--- src/rtl/crc_pkg.sv ---
// Shared types and constants for the CRC-16 receive sequencer.
// Optional error counter in crc_frame_ctrl is enabled with macro CRC_ERRCNT_EN.
package crc_pkg;

   localparam int unsigned CRC_W = 16;

   typedef enum logic [2:0] {
      ST_IDLE,
      ST_LOAD,
      ST_SHIFT,
      ST_TRL_HI,
      ST_TRL_LO,
      ST_DONE
   } state_e;

   localparam logic [CRC_W-1:0] CRC16_POLY  = 16'h8005;
   localparam logic [CRC_W-1:0] CRC16_INIT  = 16'hFFFF;
   localparam logic [CRC_W-1:0] CRC16_CHECK = 16'hAEE7;

   // One MSB-first shift step of the non-reflected CRC register.
   function automatic logic [CRC_W-1:0] crc16_step(input logic [CRC_W-1:0] crc,
                                                   input logic             bit_in,
                                                   input logic [CRC_W-1:0] poly);
      logic fb;
      fb = crc[CRC_W-1] ^ bit_in;
      return {crc[CRC_W-2:0], 1'b0} ^ (fb ? poly : {CRC_W{1'b0}});
   endfunction

endpackage

--- src/rtl/crc16_bit_engine.sv ---
// Serial CRC-16 shift register: one message bit per enabled cycle, init wins over en.
module crc16_bit_engine
   import crc_pkg::*;
#(
   parameter logic [CRC_W-1:0] POLY = CRC16_POLY,
   parameter logic [CRC_W-1:0] INIT = CRC16_INIT
) (
   input  logic             clck,
   input  logic             rstn,
   input  logic             init,
   input  logic             en,
   input  logic             bit_in,
   output logic [CRC_W-1:0] crc
);

   always_ff @(posedge clck or negedge rstn) begin
      if (!rstn) begin
         crc <= INIT;
      end else if (init) begin
         crc <= INIT;
      end else if (en) begin
         crc <= crc16_step(crc, bit_in, POLY);
      end
   end

endmodule

--- src/rtl/crc_frame_ctrl.sv ---
// Receive-side frame sequencer: serialises payload bytes into the CRC engine and checks the trailer.
// Build with CRC_ERRCNT_EN to add the saturating err_cnt output and err_clr input.
module crc_frame_ctrl
   import crc_pkg::*;
#(
   parameter int unsigned      LEN_W = 8,
   parameter logic [CRC_W-1:0] POLY  = CRC16_POLY,
   parameter logic [CRC_W-1:0] INIT  = CRC16_INIT
) (
   input  logic             clck,
   input  logic             rstn,
   input  logic             start,
   input  logic [LEN_W-1:0] len,
   input  logic [7:0]       s_data,
   input  logic             s_valid,
   output logic             s_ready,
   output logic             busy,
   output logic             done,
   output logic             crc_ok,
   output logic [CRC_W-1:0] crc_out
`ifdef CRC_ERRCNT_EN
   ,
   input  logic             err_clr,
   output logic [15:0]      err_cnt
`endif
);

   state_e             state;
   logic [LEN_W-1:0]   len_q;
   logic [LEN_W-1:0]   byte_cnt;
   logic [7:0]         shift_reg;
   logic [7:0]         trl_hi;
   logic [2:0]         bit_cnt;
   logic [CRC_W-1:0]   eng_crc;
   logic               init_c;
   logic               en_c;
   logic               bit_c;
   logic               accept_c;

   assign accept_c = s_valid && s_ready;
   assign init_c   = (state == ST_IDLE) && start;
   assign en_c     = (state == ST_SHIFT);
   assign bit_c    = shift_reg[bit_cnt];

   crc16_bit_engine #(
      .POLY (POLY),
      .INIT (INIT)
   ) u_engine (
      .clck   (clck),
      .rstn   (rstn),
      .init   (init_c),
      .en     (en_c),
      .bit_in (bit_c),
      .crc    (eng_crc)
   );

   // Frame FSM with registered handshake and status outputs.
   always_ff @(posedge clck or negedge rstn) begin
      if (!rstn) begin
         state     <= ST_IDLE;
         s_ready   <= 1'b0;
         busy      <= 1'b0;
         done      <= 1'b0;
         crc_ok    <= 1'b0;
         crc_out   <= '0;
         len_q     <= '0;
         byte_cnt  <= '0;
         bit_cnt   <= '0;
         shift_reg <= '0;
         trl_hi    <= '0;
      end else begin
         done <= 1'b0;
         case (state)
            ST_IDLE: begin
               if (start) begin
                  len_q    <= len;
                  byte_cnt <= '0;
                  crc_ok   <= 1'b0;
                  busy     <= 1'b1;
                  s_ready  <= 1'b1;
                  if (len == '0) begin
                     crc_out <= INIT;
                     state   <= ST_TRL_HI;
                  end else begin
                     state   <= ST_LOAD;
                  end
               end
            end
            ST_LOAD: begin
               if (accept_c) begin
                  shift_reg <= s_data;
                  bit_cnt   <= 3'd7;
                  s_ready   <= 1'b0;
                  state     <= ST_SHIFT;
               end
            end
            ST_SHIFT: begin
               bit_cnt <= bit_cnt - 3'd1;
               if (bit_cnt == 3'd0) begin
                  byte_cnt <= byte_cnt + LEN_W'(1);
                  s_ready  <= 1'b1;
                  if (LEN_W'(byte_cnt + LEN_W'(1)) < len_q) begin
                     state <= ST_LOAD;
                  end else begin
                     // Capture includes the final bit the engine absorbs on this same edge.
                     crc_out <= crc16_step(eng_crc, bit_c, POLY);
                     state   <= ST_TRL_HI;
                  end
               end
            end
            ST_TRL_HI: begin
               if (accept_c) begin
                  trl_hi <= s_data;
                  state  <= ST_TRL_LO;
               end
            end
            ST_TRL_LO: begin
               if (accept_c) begin
                  crc_ok  <= ({trl_hi, s_data} == crc_out);
                  s_ready <= 1'b0;
                  busy    <= 1'b0;
                  done    <= 1'b1;
                  state   <= ST_DONE;
               end
            end
            ST_DONE: begin
               state <= ST_IDLE;
            end
            default: begin
               state   <= ST_IDLE;
               s_ready <= 1'b0;
               busy    <= 1'b0;
            end
         endcase
      end
   end

`ifdef CRC_ERRCNT_EN
   // Saturating count of failed frames; clear wins over increment.
   always_ff @(posedge clck or negedge rstn) begin
      if (!rstn) begin
         err_cnt <= '0;
      end else if (err_clr) begin
         err_cnt <= '0;
      end else if ((state == ST_DONE) && !crc_ok && (err_cnt != 16'hFFFF)) begin
         err_cnt <= err_cnt + 16'd1;
      end
   end
`endif

endmodule

--- config.mk ---
export PLATFORM = sky130hd
export DESIGN_NAME = crc_frame_ctrl
export DESIGN_NICKNAME = d
export VERILOG_FILES = /design/src/rtl/crc_pkg.sv /design/src/rtl/crc16_bit_engine.sv /design/src/rtl/crc_frame_ctrl.sv
export SDC_FILE = /design/constraint.sdc
export NUM_CORES = 1
export LEC_CHECK = 0
export CAP_MARGIN = 15
export CORE_UTILIZATION = 60
export DETAILED_ROUTE_END_ITERATION = 12
export PLACE_DENSITY = 0.89
export SETUP_SLACK_MARGIN = 0.1
export SYNTH_ARGS = -nofsm -noshare
export SYNTH_HDL_FRONTEND = slang
export SYNTH_SLANG_ARGS = --single-unit
--- constraint.sdc ---
create_clock -name clck -period 4.3 [get_ports clck]
set_input_delay 0.43 -clock clck [delete_from_list [all_inputs] [get_ports clck]]
set_output_delay 0.43 -clock clck [all_outputs]
set_load 0.05 [all_outputs]
# ---- After elaboration in Yosys (flattened, before gate mapping)
# Cells that the tools add are included.
dict set report totals {
  reg_bits 74
  out_inout_bits 20
  in_bits 20
}
dict set report classes {
  mux 33
  add_sub_neg 2
  bitwise 4
  n_lt_le_gt_ge 2
  n_reduce_logical 22
  eq_ne 14
}
# operator n
set ops {}
lappend ops {{two-way mux 16 bit} 7}
lappend ops {{one-hot mux 16 bit (2 select lines)} 1}
lappend ops {{two-way mux 3 bit} 6}
lappend ops {{equality test 16 bit} 1}
lappend ops {{two-way mux 8 bit} 2}
lappend ops {{one-hot mux 8 bit (2 select lines)} 1}
lappend ops {{bitwise XOR 16 bit} 1}
lappend ops {{one-hot mux 3 bit (5 select lines)} 1}
lappend ops {{inequality test 2 bit, second input constant} 5}
lappend ops {{AND reduction 5 bit} 2}
lappend ops {{AND reduction 3 bit} 3}
lappend ops {{adder 8 x 1 -> 8 bit, second input constant} 1}
lappend ops {{logical NOT 8 bit} 1}
lappend ops {{less-than comparator 8 bit} 1}
lappend ops {{two-way mux 1 bit} 8}
lappend ops {{AND reduction 2 bit} 4}
lappend ops {{nonzero test 2 bit} 4}
lappend ops {{equality test 3 x 2 -> 1 bit, second input constant} 2}
lappend ops {{equality test 3 bit, second input constant} 2}
lappend ops {{logical NOT 3 bit} 2}
lappend ops {{inequality test 2 x 1 -> 1 bit, second input constant} 3}
lappend ops {{one-hot mux 3 bit (2 select lines)} 1}
lappend ops {{less-than comparator 3 x 4 -> 1 bit, second input constant} 1}
lappend ops {{two-way mux 2 bit} 2}
lappend ops {{12 further kinds} 15}

# ---- Logic depth before layout (Yosys ltp)
# Gate-level depths: netlist of run 1.
dict set report logic_depth {
  ltp_word 8
  mapped_depth 11
}

# ---- Hierarchy
# Synthesis of run 1 repeated with hierarchy kept, for this count alone.
dict set report hier_totals {
  cells_unflattened 326
  area_unflattened_um2 3632.2
}
# module cells_per_inst area_per_inst_um2 instances
set by_module_without_submodules {}
lappend by_module_without_submodules {crc_frame_ctrl 270 2905.3 1}
lappend by_module_without_submodules {crc16_bit_engine 56 726.9 1}

# ---- Least setup slack after synthesis of run 1
# OpenSTA, ideal clock, no wires.
dict set report synth_timing {
  path_type {register to register}
  from {reg byte_cnt[0]}
  to {reg crc_out[15]}
  n_path_buf 1
  required_ns 4.179
  setup_ns 0.121
  t_arrival_ns 2.450
  path_stages_with_launch 12
  setup_slack_ns 1.729
  path_cell_list {dfrtp_1 -> and3_1 -> and3_1 -> and3_1 -> xor2_1 -> ha_1 -> a41o_1 -> a21oi_1 -> o31ai_2 -> o221a_4 -> buf_6 -> o22a_1}
}
dict set report synth_via {
  elab_chain_len 4
}
# element line_no
set synth_rtl {}
lappend synth_rtl {{start: declaration} crc_frame_ctrl.sv:30} ;# logic [LEN_W-1:0] byte_cnt;
lappend synth_rtl {{start signal: assignment} crc_frame_ctrl.sv:100} ;# byte_cnt <= byte_cnt + LEN_W'(1);
lappend synth_rtl {{adder 8 x 1 -> 8 bit} crc_frame_ctrl.sv:102} ;# if (LEN_W'(byte_cnt + LEN_W'(1)) < len_q) begin
lappend synth_rtl {{less-than comparator 8 bit} crc_frame_ctrl.sv:102}
lappend synth_rtl {{inequality test 2 bit (no line)} -}
lappend synth_rtl {{AND reduction 5 bit (no line)} -}
lappend synth_rtl {{end signal: assignment} crc_frame_ctrl.sv:106} ;# crc_out <= crc16_step(eng_crc, bit_c, POLY);
lappend synth_rtl {{end: declaration} crc_frame_ctrl.sv:20} ;# output logic [CRC_W-1:0] crc_out
# No other way between the ends.
# A chain may end at the register's enable or synchronous reset.

# ---- Worst setup path in the final report of run 1
# Ends and elaborated chain as after synthesis.

==> results of run 1 <==
per-layer routing:
layer	part of all wire	vias to the layer above	track usage
met1	0.45	1313	0.3661
met2	0.50	62	0.4436
met3	0.036	12	0.05143
met4	0.016	0	0.1073
li1	-	1211	-
met5	0	-	0
placed cells by master, fill, tap and decap left out, types with 2 or more instances in the layout:
cell type and count:
a21o_1 2, a21oi_1 7, a22o_1 3, and3_1 5, buf_4 2, clkbuf_8 10
clkdlybuf4s50_1 38, clkinvlp_4 2, dfrtp_1 58, dfstp_2 16, ha_1 10, inv_1 12
mux2_2 24, mux2i_1 4, nand2_1 43, nand3_1 19, nand3b_1 3, nand4_1 4
nor2_1 15, nor4_1 2, o211ai_1 2, o21a_1 2, o21ai_0 12, o21ai_1 2
o22a_1 15, o31ai_1 2, or4_1 2, xnor2_1 13, xor2_1 11
power groups by stage:
stage / Combinational (mW) / Clock, mW / Sequential [mW]
after floorplan: 0.918 / 0 / 1.52
after global placement: 1.46 / 0 / 1.34
after detailed placement: 1.52 / 0 / 1.36
after CTS: 1.54 / 0.496 / 1.35
after global routing: 1.66 / 0.519 / 1.39
final: 1.53 / 0.490 / 1.35
worst min path at each step:
stage / startpoint / end / slack [ns] / cells past startpoint
2_1_floorplan: rstn / bit_cnt[0] / 0.13 / 0
3_3_place_gp: u_engine.crc[9] / u_engine.crc[9] / 0.48 / 2
3_5_place_dp: u_engine.crc[9] / u_engine.crc[9] / 0.49 / 2
4_1_cts: rstn / state[1] / 0.26 / 1
5_1_grt: rstn / bit_cnt[0] / 0.31 / 1
6_report: rstn / bit_cnt[0] / 0.23 / 1
through the flow:
stage | instances | setup WS (ns) | power (mW) | util
after detailed placement | 421 | 1.575 | 2.880 | 0.7121
after global routing | 437 | 1.337 | 3.571 | 0.7438
after floorplan | 323 | 1.729 | 2.438 | -
after CTS | 437 | 1.546 | 3.385 | 0.7438
after global placement | 421 | 1.655 | 2.800 | 0.7121
final | 437 | 1.536 | 3.376 | 0.7438
layout make-up:
| type | instances | share of cell area |
|---|---|---|
| Inverter | 12 | 0.01073 |
| Clock inverter | 5 | 0.008945 |
| Sequential cell | 74 | 0.4460 |
| Timing Repair Buffer | 41 | 0.09541 |
| Clock buffer | 11 | 0.03369 |
| Multi-Input combinational cell | 222 | 0.3837 |
| Tap cell | 72 | 0.02147 |
kinds of logic (layout without fill, tap and decap cells):
family | count (synthesis) | in the layout | synth area share
multiplexers | 29 | 29 | 0.09233
flip-flops | 74 | 74 | 0.5193
AND/OR/NAND/NOR | 103 | 103 | 0.1368
AO/OA/AOI/OAI | 54 | 54 | 0.1156
XOR/XNOR | 26 | 26 | 0.06734
buffers and inverters | 27 | 69 | 0.03401
adder cells (fa/ha/maj) | 10 | 10 | 0.03471
==> flow_summary.ini, run 1 <==
[run_status]
run_status = finished clean

[clock_network]
clkSinkCount = 74
clk_pin_slew_ns = 0.08
post_cts_resized = 0
cts_buffer_depth = 2
clkLatencyLatePin_ns = 0.35
numCtsBuffers = 9
post-cts-setup-buffers = 0
ctsHoldBuffers = 0
htree_num_levels = 3
clock-root-buffer = clkbuf_8
cts_tree = built

[place]
dp_hpwl_mm = 5.431
numPortBuffers = 39
gp_congestion = 0.8476
dpl_cell_area_um2 = 4018

[power_and_ir_drop]
seq_power_share = 0.401
internal_power_mw = 1.954
p_per_area_nw_per_um2 = 804.4
ir_drop_mv = 0.4603
power.switching_mw = 1.421
switching_share = 0.4211
power_frac_clock = 0.145
power_frac_comb = 0.453
leakage_nw = 1.837

[worst_setup_path]
critPathSlowestCell = dfrtp_1
r2r-start = byte_cnt[0]
crit_fanout = 16
path_depth = 9
reg2reg_depth = 9
path_cells = and3_1, and3_1, and3_1, xor2_1, ha_1, nand4_1, o31ai_2, nand2_1, o22a_1
critPathArrivalTime_ns = 3.00
endpoint_kind = flip-flop
critPathMaxStageDelay_ns = 0.44
endpoint = crc_out[15]
startpoint_type = flip-flop
worstSetupPathType = flip-flop to flip-flop
critPathTopFamily = simple AND/OR/NAND/NOR gates
cp-startpoint = byte_cnt[0]
cp_num_buf_inv = 0
crit_required_ns = 4.53
reg2reg_to = crc_out[15]
crit_top_cell = and3_1
rrSetupSlack_ns = 1.54

[route]
postRouteAntennaNets = 0
drt-initial-drc-count = 227
vias_per_cell = 5.945
drc = 0
first_pass_iters = 4
totalWireLength_mm = 7.699
via_count = 2598
wire_per_inst_um = 17.62

[synth]
synth_flop_cell = dfrtp_1
synth.most_common_cell = dfrtp_1
synth_enable_flop_cells = 0
yosys_warnings = 0
synth_cells = 323
synth.top_cells.by_count = dfrtp_1 (58), nand2_1 (43), mux2_2 (24)
syn_nets = 353
synth_top_area_share = 0.4026
ys_ff_latch = 74
syn_area_um2 = 3605
syn_avg_cell_area_um2 = 11.16
synth_cell_types = 48
synth_area_leaders = dfrtp_1 (40%), dfstp_2 (12%), mux2_2 (7.5%)
yosysSeqAreaShare = 0.5193
synthArstFlopShare = 1.000
yosysTopAreaCell = dfrtp_1

[sta]
finalCriticalPeriod_ns = 2.764
period_share = 0.6428
relSlewSlack = 0.3187
clock.fmax_mhz = 361.8
max_slew.worst_pin.slew_ns = 1.019
setup_viol = 0
report.final.slew_viol_count = 0
hold_viol = 0
holdWs_ns = 0.2283
tns_ns = 0
finClkSkew_ns = 0.01132
rsz0062_at_grt = false

[layout]
seq_area_um2 = 1872
final_area_um2 = 4197
nets = 390
top_regs = crc_out (16), u_engine.crc (16)
num_antenna_cells = 0
drive_gt1_frac = 0.1863
syn_to_final_growth_pct = 16.42
multiInputGateArea_um2 = 1610
fill_cells = 368

[floorplanning]
dieHeight_um = 79.51
pin_count = 40
dieArea_um2 = 6322
core_area_um2 = 5642
num_rows = 27
start_util = 0.6389
die_width_um = 79.51

[global_routing]
gr-total-overflow = 0
grt_pass1_vias = 2621
grtUsageTotal = 0.2745
grt_pass1_wl_mm = 12.92
antenna_found_initial = 0
grt_max_degree = 46

[hold_path]
min_path_type = input pin to asynchronous set/reset pin

[run]
cap_violations = 0
Note: power is estimated with default switching activity, not from simulation.
==> inputs of run 2 (changes only) <==
--- a/config.mk
+++ b/config.mk
@@ -6,9 +6,9 @@
 export NUM_CORES = 1
 export LEC_CHECK = 0
 export CAP_MARGIN = 15
-export CORE_UTILIZATION = 60
+export CORE_UTILIZATION = 56
 export DETAILED_ROUTE_END_ITERATION = 12
-export PLACE_DENSITY = 0.89
+export PLACE_DENSITY = 0.84
 export SETUP_SLACK_MARGIN = 0.1
 export SYNTH_ARGS = -nofsm -noshare
 export SYNTH_HDL_FRONTEND = slang
==> constraint.sdc (replaced) <==
create_clock -name clck -period 2.8 [get_ports clck]
set_input_delay 0.28 -clock clck [delete_from_list [all_inputs] [get_ports clck]]
set_output_delay 0.28 -clock clck [all_outputs]
set_load 0.05 [all_outputs]
==> flow_summary.ini, run 2 (synthesis gave the netlist of run 1 again) <==
[route]
totalWireLength_mm = 7.954
drc = 0
via_count = 2677
drt-initial-drc-count = 161
postRouteAntennaNets = 0
first_pass_iters = 5
vias_per_cell = 5.962
wire_per_inst_um = 17.71

[power_and_ir_drop]
leakage_nw = 1.922
power.switching_mw = 2.203
p_total_mw = 5.515
switching_share = 0.3994
power_frac_comb = 0.439
power_frac_clock = 0.183
ir_drop_mv = 0.6405
seq_power_share = 0.378
internal_power_mw = 3.312
p_per_area_nw_per_um2 = 1245

[worst_setup_path]
crit_required_ns = 3.04
startpoint_type = flip-flop
critPathMaxStageDelay_ns = 0.46
crit_top_cell = and3_4
worstSetupPathType = flip-flop to flip-flop
endpoint_kind = flip-flop
crit_fanout = 8
path_cells = and3_4, and3_4, and3_4, xor2_4, ha_4, a41o_1, a21oi_2, o31ai_4, o221a_4, o22a_1
critPathSlowestCell = dfrtp_2
path_depth = 10
cp_num_buf_inv = 0
reg2reg_depth = 10
critPathTopFamily = compound AO/OA/AOI/OAI gates
critPathArrivalTime_ns = 2.88

[clock_network]
numCtsBuffers = 9
clkLatencyLatePin_ns = 0.36
htree_num_levels = 3
cts_buffer_depth = 2
cts_tree = built
clk_pin_slew_ns = 0.08
clkSinkCount = 74
clock-root-buffer = clkbuf_8

[layout]
num_antenna_cells = 0
final_cell_mix = dfrtp_1 (56), nand2_1 (42), clkdlybuf4s50_1 (38)
syn_to_final_growth_pct = 22.87
top_regs = crc_out (16), u_engine.crc (16)
layout_commonest_cell = dfrtp_1
nets = 399
drive_gt1_frac = 0.2299

[global_routing]
gr-total-overflow = 0
antenna_found_initial = 0
grtUsageTotal = 0.2493
grt_pass1_wl_mm = 12.17
grt_pass1_vias = 2473
grt_max_degree = 30

[floorplanning]
start_util = 0.5948
pin_count = 40
die_width_um = 82.23
num_rows = 28
dieHeight_um = 82.23
dieArea_um2 = 6762
core_area_um2 = 6061

[sta]
hold_viol = 0
tns_ns = 0
period_share = 0.9415
max_slew.worst_pin.slew_ns = 0.5796
setup_viol = 0
setup_slack_ns = 0.1639
finClkSkew_ns = 0.01402
report.final.slew_viol_count = 0
clock.fmax_mhz = 379.3
finalCriticalPeriod_ns = 2.636
rsz0062_at_grt = false
relSlewSlack = 0.6124

[place]
dp_worst_setup_slack_ns = 0.02530
gp_congestion = 0.8039
dp_hpwl_mm = 5.341
numPortBuffers = 39

[run_status]
run_status = finished clean

[hold_path]
min_path_type = input pin to asynchronous set/reset pin

[run]
cap_violations = 0
run 2: cell count changes in the layout (fill, tap and decap cells not counted), sizes merged:
cell / change
buf: +7
bufinv: +3
clkinv: -1
clkinvlp: -1
dlygate4sd3: +1
inv: -1
o221a: +1
run 2: layout make-up:
cell class	instances	area, um2
Sequential cell	74	1874
Fill cell	397	1632
Inverter	12	45.04
Clock buffer	11	141.4
Multi-Input combinational cell	223	1709
Tap cell	75	93.84
Timing Repair Buffer	49	462.9
Clock inverter	5	102.6
run 2: what timing repair did:
item | 4_1_cts | 5_1_grt
resized for setup | 1 | 14
hold buffers | 1 | 0
setup buffers | 0 | 3
pin swaps | 0 | 5
endpoints found under the hold margin | 22 | 0
endpoints found under the setup margin | 15 | 17
gates cloned | 0 | 1
run 2: routing by layer:
metal  global-route usage  share of wire  vias up
met2               0.3793           0.47      101
met5                    0              0        -
met3              0.06484          0.067       16
met1               0.3386           0.44     1324
met4               0.1035          0.020        0
li1                     -              -     1236
run 2: path summary, 6_finish.rpt:
path	end	from	slack [ns]
hold / removal	bit_cnt[0]	rstn	0.43
max in group asynchronous	u_engine.crc[0]	rstn	1.56
setup / recovery	crc_out[15]	byte_cnt[0]	0.16
hold reg to reg	u_engine.crc[10]	u_engine.crc[10]	0.50
min in group clck	u_engine.crc[10]	u_engine.crc[10]	0.50
setup reg to reg	crc_out[15]	byte_cnt[0]	0.16
run 2: stage by stage:
stage / util / hold slack (ns) / cells / instance area, um2
after floorplan: - / -0.01559 / 323 / 3605
after global placement: 0.6685 / 0.2919 / 428 / 4051
after detailed placement: 0.6685 / 0.2878 / 428 / 4051
after CTS: 0.7108 / 0.4393 / 445 / 4308
after global routing: 0.7308 / 0.4930 / 449 / 4429
final: 0.7308 / 0.4283 / 449 / 4429
run 2: power groups by stage:
stage	combinational, mW	clock, mW	sequential (mW)
after floorplan	1.41	0	2.33
after global placement	2.26	0	2.06
after detailed placement	2.33	0	2.08
after CTS	2.35	1.02	2.07
after global routing	2.61	1.07	2.14
final	2.42	1.01	2.09
run 2: worst reg2reg max path, cell delays in order, from the launching register on:
cell,delay (ns)
dfrtp_2,0.46
and3_4,0.20
and3_4,0.17
and3_4,0.19
xor2_4,0.19
ha_4,0.24
a41o_1,0.22
a21oi_2,0.16
o31ai_4,0.14
o221a_4,0.35
o22a_1,0.22
==> inputs of run 3 (changes only) <==
--- a/config.mk
+++ b/config.mk
@@ -12,4 +12,5 @@
 export SETUP_SLACK_MARGIN = 0.1
 export SYNTH_ARGS = -nofsm -noshare
 export SYNTH_HDL_FRONTEND = slang
+export SYNTH_HIERARCHICAL = 1
 export SYNTH_SLANG_ARGS = --single-unit
==> flow_summary.ini, run 3 <==
[sta]
setup_viol = 0
finClkSkew_ns = 0.01118
hold_viol = 0
report.final.slew_viol_count = 0
relSlewSlack = 0.4724
rsz0062_at_grt = false
period_share = 0.9266
max_slew.worst_pin.slew_ns = 0.7871
finalCriticalPeriod_ns = 2.595
clock.fmax_mhz = 385.4
tns_ns = 0

[synth]
syn_avg_cell_area_um2 = 11.14
synthArstFlopShare = 1.000
synth_flop_cell = dfrtp_1
syn_area_um2 = 3632
syn_nets = 356
synth.top_cells.by_count = dfrtp_1 (58), nand2_1 (34), o21ai_0 (27)
ys_ff_latch = 74
synth.most_common_cell = dfrtp_1
synth_cells = 326
synth_area_leaders = dfrtp_1 (40%), dfstp_2 (12%), mux2_2 (5.3%)
yosysSeqAreaShare = 0.5153
synth_cell_types = 49
synth_enable_flop_cells = 0
yosys_warnings = 6
synth_top_area_share = 0.3996
yosysTopAreaCell = dfrtp_1

[clock_network]
clk_pin_slew_ns = 0.08
cts_buffer_depth = 2
htree_num_levels = 3
clkSinkCount = 74
clock-root-buffer = clkbuf_8
clkLatencyLatePin_ns = 0.36
numCtsBuffers = 9
cts_tree = built

[floorplanning]
dieHeight_um = 82.54
core_area_um2 = 6096
dieArea_um2 = 6812
die_width_um = 82.54
num_rows = 28
pin_count = 40
start_util = 0.5959

[global_routing]
antenna_found_initial = 0
grt_pass1_wl_mm = 12.82
grt_max_degree = 41
grt_util_met1 = 0.3169
use_met2 = 0.4405
grtUsageTotal = 0.2623
busiest_layer = met2
grt_pass1_vias = 2698
gr-total-overflow = 0
use_met3 = 0.08022

[worst_setup_path]
reg2reg_to = crc_out[4]
rrSetupSlack_ns = 0.21
critPathArrivalTime_ns = 2.89
endpoint_kind = flip-flop
r2r-start = byte_cnt[0]
cp-startpoint = byte_cnt[0]
crit_required_ns = 3.09
reg2reg_depth = 12
worstSetupPathType = flip-flop to flip-flop
startpoint_type = flip-flop
crit_fanout = 8

[layout]
drive_gt1_frac = 0.2188
layout_commonest_cell = dfrtp_1
seq_area_um2 = 1872
nets = 409
syn_to_final_growth_pct = 21.63
fin_cells = 459
multiInputGateArea_um2 = 1675
top_regs = crc_out (16), u_engine/crc (16)
num_antenna_cells = 0
fill_cells = 445
final_util = 0.7248
final_cell_mix = dfrtp_1 (58), clkdlybuf4s50_1 (38), nand2_1 (34)

[route]
postRouteAntennaNets = 0
first_pass_iters = 4
drt-initial-drc-count = 150
totalWireLength_mm = 8.030
via_count = 2674
wire_per_inst_um = 17.49
drc = 0
vias_per_cell = 5.826

[run]
cap_violations = 0

[power_and_ir_drop]
p_per_area_nw_per_um2 = 1230
ir_drop_mv = 0.9420
leakage_nw = 1.823

[hold_path]
min_path_type = input pin to asynchronous set/reset pin

[place]
dp_hpwl_mm = 5.467
numPortBuffers = 39
dp.cells = 436
gp_congestion = 0.8883

[run_status]
run_status = finished clean
-- run 3: cell count changes after synthesis, moves of 6 or more --
| cell | change |
|---|---|
| a211o_1 | +11 |
| mux2_2 | -7 |
| nand2_1 | -9 |
| nand3_1 | -15 |
| nor2b_1 | +6 |
| o21ai_0 | +15 |
-- run 3: layer usage --
| layer | vias to the layer above | wire length (um) |
|---|---|---|
| met5 | - | 0 |
| met4 | 0 | 184 |
| met1 | 1317 | 3537 |
| met2 | 72 | 3864 |
| met3 | 17 | 444 |
| li1 | 1268 | - |
-- run 3: power by group --
group	total [mW]	leakage (nW)	internal [mW]	switching, mW
Combinational	2.53	0.893	1.15	1.38
Sequential	2.05	0.834	1.62	0.434
Clock	0.851	0.0962	0.417	0.433
-- run 3: cells by family (layout without fill, tap and decap cells) --
logic type | after synthesis | count (layout) | synth area share
AOI/OAI and AO/OA | 79 | 79 | 0.1557
xor gates and xnor gates | 28 | 28 | 0.06752
and+or+nand+nor | 89 | 89 | 0.1213
DFF | 74 | 74 | 0.5153
muxes | 20 | 20 | 0.07096
adders and majority gates | 10 | 10 | 0.03445
buffers and inverters | 26 | 84 | 0.03479
-- run 3: worst max path at each step --
stage,to,slack (ns),cells after the start
4_1_cts,crc_out[3],0.14,12
6_report,crc_out[4],0.21,12
5_1_grt,crc_out[4],0.08,12
3_5_place_dp,crc_out[10],-0.03,10
2_1_floorplan,crc_out[10],0.39,13
3_3_place_gp,crc_out[8],0.10,10
-- run 3: repair_timing --
| item | CTS | global route |
|---|---|---|
| gates cloned | 0 | 1 |
| resized for setup | 1 | 9 |
| endpoints found under the hold margin | 11 | 0 |
| endpoints found under the setup margin | 16 | 17 |
| pin swaps | 0 | 5 |
| hold buffers | 1 | 0 |
| setup buffers | 2 | 3 |
-- run 3: final cells by class --
type | count | area share
Clock buffer | 9 | 0.02804
Tap cell | 75 | 0.02124
Timing Repair Buffer | 55 | 0.1195
Multi-Input combinational cell | 226 | 0.3792
Sequential cell | 74 | 0.4237
Clock inverter | 7 | 0.01728
Inverter | 13 | 0.01105
-- run 3: worst max-delay path, cell delays in order (launching register included) --
cell       delay [ns]
dfrtp_1          0.43
ha_4             0.17
nand3_2          0.11
nor2_2           0.14
xor2_1           0.20
ha_1             0.29
a21o_1           0.19
a211oi_2         0.22
o21ai_0          0.12
o2111ai_1        0.12
or2_1            0.23
buf_6            0.16
o22a_1           0.15
-- run 3: stage by stage --
step	setup WS (ns)	area, um2	hold WS (ns)	power, mW
final	0.2054	4418	0.3738	5.433
after global routing	0.07651	4418	0.3903	5.781
after CTS	0.1448	4343	0.3770	5.391
after detailed placement	-0.02789	4106	0.2125	4.487
after global placement	0.1035	4106	0.2036	4.379
after floorplan	0.3925	3632	-0.01559	3.794
